[config.mk]
export PLATFORM = sky130hd
export DESIGN_NAME = axil_reg_master
export DESIGN_NICKNAME = d
export VERILOG_FILES = /design/src/rtl/axil_reg_master.sv
export SDC_FILE = /design/constraint.sdc
export NUM_CORES = 1
export LEC_CHECK = 0
export CAP_MARGIN = 20
export CORE_ASPECT_RATIO = 1.2
export CORE_MARGIN = 2
export CORE_UTILIZATION = 39
export DETAILED_ROUTE_END_ITERATION = 10
export PLACE_DENSITY = 0.8
export SLEW_MARGIN = 25
export SYNTH_ARGS = -nofsm -noshare
export SYNTH_HDL_FRONTEND = slang
export SYNTH_SLANG_ARGS = --single-unit
[constraint.sdc]
create_clock -name clk -period 2.4 [get_ports clk]
set_input_delay 0.36 -clock clk [delete_from_list [all_inputs] [get_ports clk]]
set_output_delay 0.36 -clock clk [all_outputs]
set_load 0.02 [all_outputs]
[src/rtl/axil_reg_master.sv]
// AXI4-Lite initiator: one command becomes one single-beat read or write, with a
// response handshake back to the requester and a sticky abort on slave timeout.
`timescale 1ns/1ps
module axil_reg_master #(
    parameter int DATA_WIDTH     = 32,
    parameter int ADDR_WIDTH     = 32,
    parameter int STRB_WIDTH     = DATA_WIDTH / 8,
    parameter int TIMEOUT_CYCLES = 1024
) (
    input  logic                  clk,
    input  logic                  rst,
    input  logic                  cmd_valid,
    output logic                  cmd_ready,
    input  logic                  cmd_write,
    input  logic [ADDR_WIDTH-1:0] cmd_addr,
    input  logic [DATA_WIDTH-1:0] cmd_wdata,
    input  logic [STRB_WIDTH-1:0] cmd_wstrb,
    output logic                  rsp_valid,
    input  logic                  rsp_ready,
    output logic [DATA_WIDTH-1:0] rsp_rdata,
    output logic [1:0]            rsp_resp,
    output logic                  rsp_timeout,
    output logic                  busy,
    output logic [ADDR_WIDTH-1:0] m_axil_awaddr,
    output logic [2:0]            m_axil_awprot,
    output logic                  m_axil_awvalid,
    input  logic                  m_axil_awready,
    output logic [DATA_WIDTH-1:0] m_axil_wdata,
    output logic [STRB_WIDTH-1:0] m_axil_wstrb,
    output logic                  m_axil_wvalid,
    input  logic                  m_axil_wready,
    input  logic [1:0]            m_axil_bresp,
    input  logic                  m_axil_bvalid,
    output logic                  m_axil_bready,
    output logic [ADDR_WIDTH-1:0] m_axil_araddr,
    output logic [2:0]            m_axil_arprot,
    output logic                  m_axil_arvalid,
    input  logic                  m_axil_arready,
    input  logic [DATA_WIDTH-1:0] m_axil_rdata,
    input  logic [1:0]            m_axil_rresp,
    input  logic                  m_axil_rvalid,
    output logic                  m_axil_rready
);

    localparam int CNT_W = (TIMEOUT_CYCLES > 0) ? $clog2(TIMEOUT_CYCLES + 1) : 1;
    localparam logic [CNT_W-1:0] CNT_LIMIT = CNT_W'(TIMEOUT_CYCLES);

    typedef enum logic [2:0] {
        S_IDLE, S_WR_REQ, S_WR_RESP, S_RD_REQ, S_RD_RESP, S_RSP, S_ERROR
    } state_t;

    state_t                state_q, state_d;
    logic [ADDR_WIDTH-1:0] addr_q, addr_d;
    logic [DATA_WIDTH-1:0] wdata_q, wdata_d;
    logic [STRB_WIDTH-1:0] wstrb_q, wstrb_d;
    logic                  awvalid_q, awvalid_d;
    logic                  wvalid_q, wvalid_d;
    logic                  arvalid_q, arvalid_d;
    logic [CNT_W-1:0]      cnt_q, cnt_d;
    logic [DATA_WIDTH-1:0] rdata_q, rdata_d;
    logic [1:0]            resp_q, resp_d;
    logic                  tmo_q, tmo_d;
    logic                  in_flight, tmo_hit, b_hs, r_hs;

    always_ff @(posedge clk) begin
        if (rst) begin
            state_q   <= S_IDLE;
            addr_q    <= '0;
            wdata_q   <= '0;
            wstrb_q   <= '0;
            awvalid_q <= 1'b0;
            wvalid_q  <= 1'b0;
            arvalid_q <= 1'b0;
            cnt_q     <= '0;
            rdata_q   <= '0;
            resp_q    <= 2'b00;
            tmo_q     <= 1'b0;
        end else begin
            state_q   <= state_d;
            addr_q    <= addr_d;
            wdata_q   <= wdata_d;
            wstrb_q   <= wstrb_d;
            awvalid_q <= awvalid_d;
            wvalid_q  <= wvalid_d;
            arvalid_q <= arvalid_d;
            cnt_q     <= cnt_d;
            rdata_q   <= rdata_d;
            resp_q    <= resp_d;
            tmo_q     <= tmo_d;
        end
    end

    always_comb begin
        state_d   = state_q;
        addr_d    = addr_q;
        wdata_d   = wdata_q;
        wstrb_d   = wstrb_q;
        cnt_d     = cnt_q;
        rdata_d   = rdata_q;
        resp_d    = resp_q;
        tmo_d     = tmo_q;
        // Request valids live outside the state machine so they survive an abort
        awvalid_d = awvalid_q & ~m_axil_awready;
        wvalid_d  = wvalid_q & ~m_axil_wready;
        arvalid_d = arvalid_q & ~m_axil_arready;

        in_flight = (state_q == S_WR_REQ) || (state_q == S_WR_RESP) ||
                    (state_q == S_RD_REQ) || (state_q == S_RD_RESP);
        tmo_hit   = (TIMEOUT_CYCLES != 0) && (cnt_q == CNT_LIMIT);
        b_hs      = m_axil_bvalid && m_axil_bready;
        r_hs      = m_axil_rvalid && m_axil_rready;

        if (in_flight && (cnt_q != CNT_LIMIT)) begin
            cnt_d = cnt_q + 1'b1;
        end

        case (state_q)
            S_IDLE: begin
                if (cmd_valid) begin
                    addr_d  = cmd_addr;
                    wdata_d = cmd_wdata;
                    wstrb_d = cmd_wstrb;
                    cnt_d   = '0;
                    if (cmd_write) begin
                        awvalid_d = 1'b1;
                        wvalid_d  = 1'b1;
                        state_d   = S_WR_REQ;
                    end else begin
                        arvalid_d = 1'b1;
                        state_d   = S_RD_REQ;
                    end
                end
            end
            S_WR_REQ: begin
                if (!awvalid_d && !wvalid_d) state_d = S_WR_RESP;
                else if (tmo_hit)            state_d = S_RSP;
            end
            S_WR_RESP: begin
                if (b_hs) begin
                    rdata_d = '0;
                    resp_d  = m_axil_bresp;
                    tmo_d   = 1'b0;
                    state_d = S_RSP;
                end else if (tmo_hit) begin
                    state_d = S_RSP;
                end
            end
            S_RD_REQ: begin
                if (!arvalid_d)   state_d = S_RD_RESP;
                else if (tmo_hit) state_d = S_RSP;
            end
            S_RD_RESP: begin
                if (r_hs) begin
                    rdata_d = m_axil_rdata;
                    resp_d  = m_axil_rresp;
                    tmo_d   = 1'b0;
                    state_d = S_RSP;
                end else if (tmo_hit) begin
                    state_d = S_RSP;
                end
            end
            S_RSP: begin
                if (rsp_ready) state_d = tmo_q ? S_ERROR : S_IDLE;
            end
            default: state_d = S_ERROR;
        endcase

        // Abort payload overrides whatever the in-flight branch selected
        if (in_flight && (state_d == S_RSP) && !b_hs && !r_hs) begin
            rdata_d = '0;
            resp_d  = 2'b10;
            tmo_d   = 1'b1;
        end
    end

    assign cmd_ready      = (state_q == S_IDLE);
    assign busy           = (state_q != S_IDLE);
    assign rsp_valid      = (state_q == S_RSP);
    assign rsp_rdata      = rdata_q;
    assign rsp_resp       = resp_q;
    assign rsp_timeout    = tmo_q;
    assign m_axil_awaddr  = addr_q;
    assign m_axil_awprot  = 3'b000;
    assign m_axil_awvalid = awvalid_q;
    assign m_axil_wdata   = wdata_q;
    assign m_axil_wstrb   = wstrb_q;
    assign m_axil_wvalid  = wvalid_q;
    assign m_axil_bready  = (state_q == S_WR_RESP) || (state_q == S_ERROR);
    assign m_axil_araddr  = addr_q;
    assign m_axil_arprot  = 3'b000;
    assign m_axil_arvalid = arvalid_q;
    assign m_axil_rready  = (state_q == S_RD_RESP) || (state_q == S_ERROR);

endmodule

==> flow_summary.ini <==
[grt]
grt_pass1_wl_um = 22150
grt_max_degree = 50
grt_antenna_before_repair = 0
grt_pass1_vias = 4456
grt_overflow = 0
grtUsageTotal = 0.2031

[setup_path]
r2r_start = cnt_q[0]
crit_fanout = 10
worst_path_max_delay_cell = clkdlybuf4s50_1
r2r_slack_ns = 0.25
crit_path_end = busy
startpoint_type = flip-flop
critPathArrivalTime_ns = 1.90
critPathLaunch = state_q[1]
crit_chain = or3_1 > clkdlybuf4s50_1
crit_path_end_kind = output port
worstRegToRegCells = 8
worstSetupPathType = reg2out
worstPathRequired_ns = 2.04
max_stage_delay_ns = 0.59
r2r-end = rsp_rdata[5]

[cts]
clk_latency_ns = 0.41
cts_setup_buffers = 0
clockBufferDepth = 2
cts_tree = done
cts-root-buf = clkbuf_16
clk_pin_slew_ns = 0.06
htree_levels = 4
cts_made_buffers = 17
clkSinkCount = 120

[finish]
final_cell_mix = clkdlybuf4s50_1, nand2_1, dfxtp_1, a21oi_1, nand3_1
antennaDiodeCount = 0
fin_nets = 948
layout_commonest_cell = clkdlybuf4s50_1
seqCellArea_um2 = 2405
drive_gt1_frac = 0.07811
post-route-util = 0.6341
n_fill_cell = 1073
multi_input_area_um2 = 2063
syn_to_final_growth_pct = 60.14

[yosys]
ys_ff_latch = 120
yosysTopAreaCellShare = 0.4853
ys_types = 42
synth_warnings = 0
syn_inst = 621
netlist_top_cells_area = dfxtp_1, nand2_1, a21oi_1
syn_avg_cell_area_um2 = 7.971
synth_top_area_cell = dfxtp_1
ys_seq_area_frac = 0.4853
netlist_area_um2 = 4950

[floorplanning]
coreArea_um2 = 12500
dieArea_um2 = 13610
ios = 263
num_rows = 45
start_util = 0.3960
die_h_um = 127.4
die_x_um = 106.8

[run]
maxCapViolCount = 0

[sta]
setup_viol_count_final = 0
worst_pin_slew_ns = 0.5310
final.setup_skew_ns = 0.008873
tns_ns = 0
slew_headroom = 0.6460
hold_viol_final = 0
period_share = 0.9413
drv_slew = 0
min_period_ns = 2.259
rsz0062_at_grt = false
fmax_mhz = 442.6

[power_and_ir_drop]
peakVddDrop_v = 0.0004467
power_density_nw_per_um2 = 776.2
p_leak_nw = 2.860

[placement]
finalWeightedCongestion = 0.8444
io_buffers = 256
hpwl_um = 9972

[detailed_routing]
drt-total-wl_um = 13870
drt_first_pass_iters = 4
wl_per_cell_um = 13.75
post-route-drc-count = 0
vias = 4768
drt_iter0_markers = 263
ant_nets = 0
via_per_inst = 4.725

[worst_hold_path]
min_path_cells = 2
hp-class = in2reg

[run_status]
outcome = finished clean
[per-stage QoR]
step,std cells,area [um^2],setup WS (ns),power [mW],hold WS (ns)
final,1009,7926,0.1408,6.153,0.4386
after global routing,1009,7926,0.07692,6.434,0.4455
after CTS,1009,7924,0.06658,6.220,0.4199
after detailed placement,977,7370,0.09401,3.845,0.4431
after global placement,977,7370,0.1487,3.828,0.4368
after floorplan,626,4969,0.5158,3.176,0.4658
[what timing repair did]
| item | 4_1_cts | 5_1_grt |
|---|---|---|
| resized for setup | 1 | 2 |
| pin swaps | 0 | 0 |
| hold buffers | 0 | 0 |
| setup endpoints to repair | 1 | 1 |
[worst min path at each step]
| stage | start | end | slack (ns) |
|---|---|---|---|
| 2_1_floorplan | cnt_q[1] | cnt_q[1] | 0.47 |
| 3_3_place_gp | rsp_rdata[7] | rsp_rdata[7] | 0.44 |
| 3_5_place_dp | rsp_rdata[17] | rsp_rdata[17] | 0.44 |
| 4_1_cts | rst | m_axil_wdata[10] | 0.42 |
| 5_1_grt | rst | m_axil_wdata[6] | 0.45 |
| 6_report | rst | m_axil_wdata[8] | 0.44 |
[worst max-delay path, delay by kind of cell (launching register included)]
family / cells / cell delay, ns
flip-flops: 1 / 0.40
AND/OR/NAND/NOR: 1 / 0.50
buffers and inverters: 1 / 0.59
[flip-flops by register name, summed over array words and instances (netlist names)]
register        cells
state_q             3
m_axil_wstrb        4
rsp_resp            2
m_axil_arvalid      1
m_axil_awvalid      1
m_axil_wvalid       1
m_axil_wdata       32
m_axil_araddr      32
rsp_rdata          32
rsp_timeout         1
cnt_q              11
[metal layers]
metal,vias up,routed length (um),global-route usage
met5,-,0,0
met4,0,271,0.07181
met3,21,1048,0.07398
met2,174,6950,0.3466
met1,2149,5601,0.2335
li1,2424,-,-
[cells by family after synthesis]
family	share of synthesized area
flip-flops	0.4853
buffers and inverters	0.1041
multiplexers	0.004045
AND/OR/NAND/NOR	0.2381
other	0.0007576
XOR/XNOR	0.01592
AO/OA/AOI/OAI	0.1466
adder cells (fa/ha/maj)	0.005055
[layout make-up]
type / count / area share
clock buffers: 18 / 0.05541
clock inverters: 14 / 0.01468
inverters: 7 / 0.003315
multi-input cells: 418 / 0.2603
flip-flops and latches: 120 / 0.3034
well taps: 164 / 0.02589
repair buffers: 268 / 0.3370
[power breakdown]
group | switching, mW | internal [mW] | total (mW)
registers | 0.113 | 2.15 | 2.26
logic | 0.819 | 0.707 | 1.53
clock network | 0.991 | 1.37 | 2.36
[cell usage after synthesis, drive strengths merged]
cell type  count
a21oi        109
o21a           2
clkbuf        27
dfxtp        120
nand3         39
a211oi         3
o32a           1
ha             2
conb           1
nor3b          2
or3            2
o22ai          1
a222oi         1
a211o          1
a22oi          1
nand2b         7
a21o           2
nand2        178
and3b          2
nand4b         1
and2           3
o21ai          8
xor2           4
nor3           3
and3           5
nor2b          5
a31oi          1
inv            7
nor2          17
and4           2
nor4b          1
nor4           1
buf           54
nand4          1
mux2i          2
xnor2          5
Note: power is estimated with default switching activity, not from simulation.
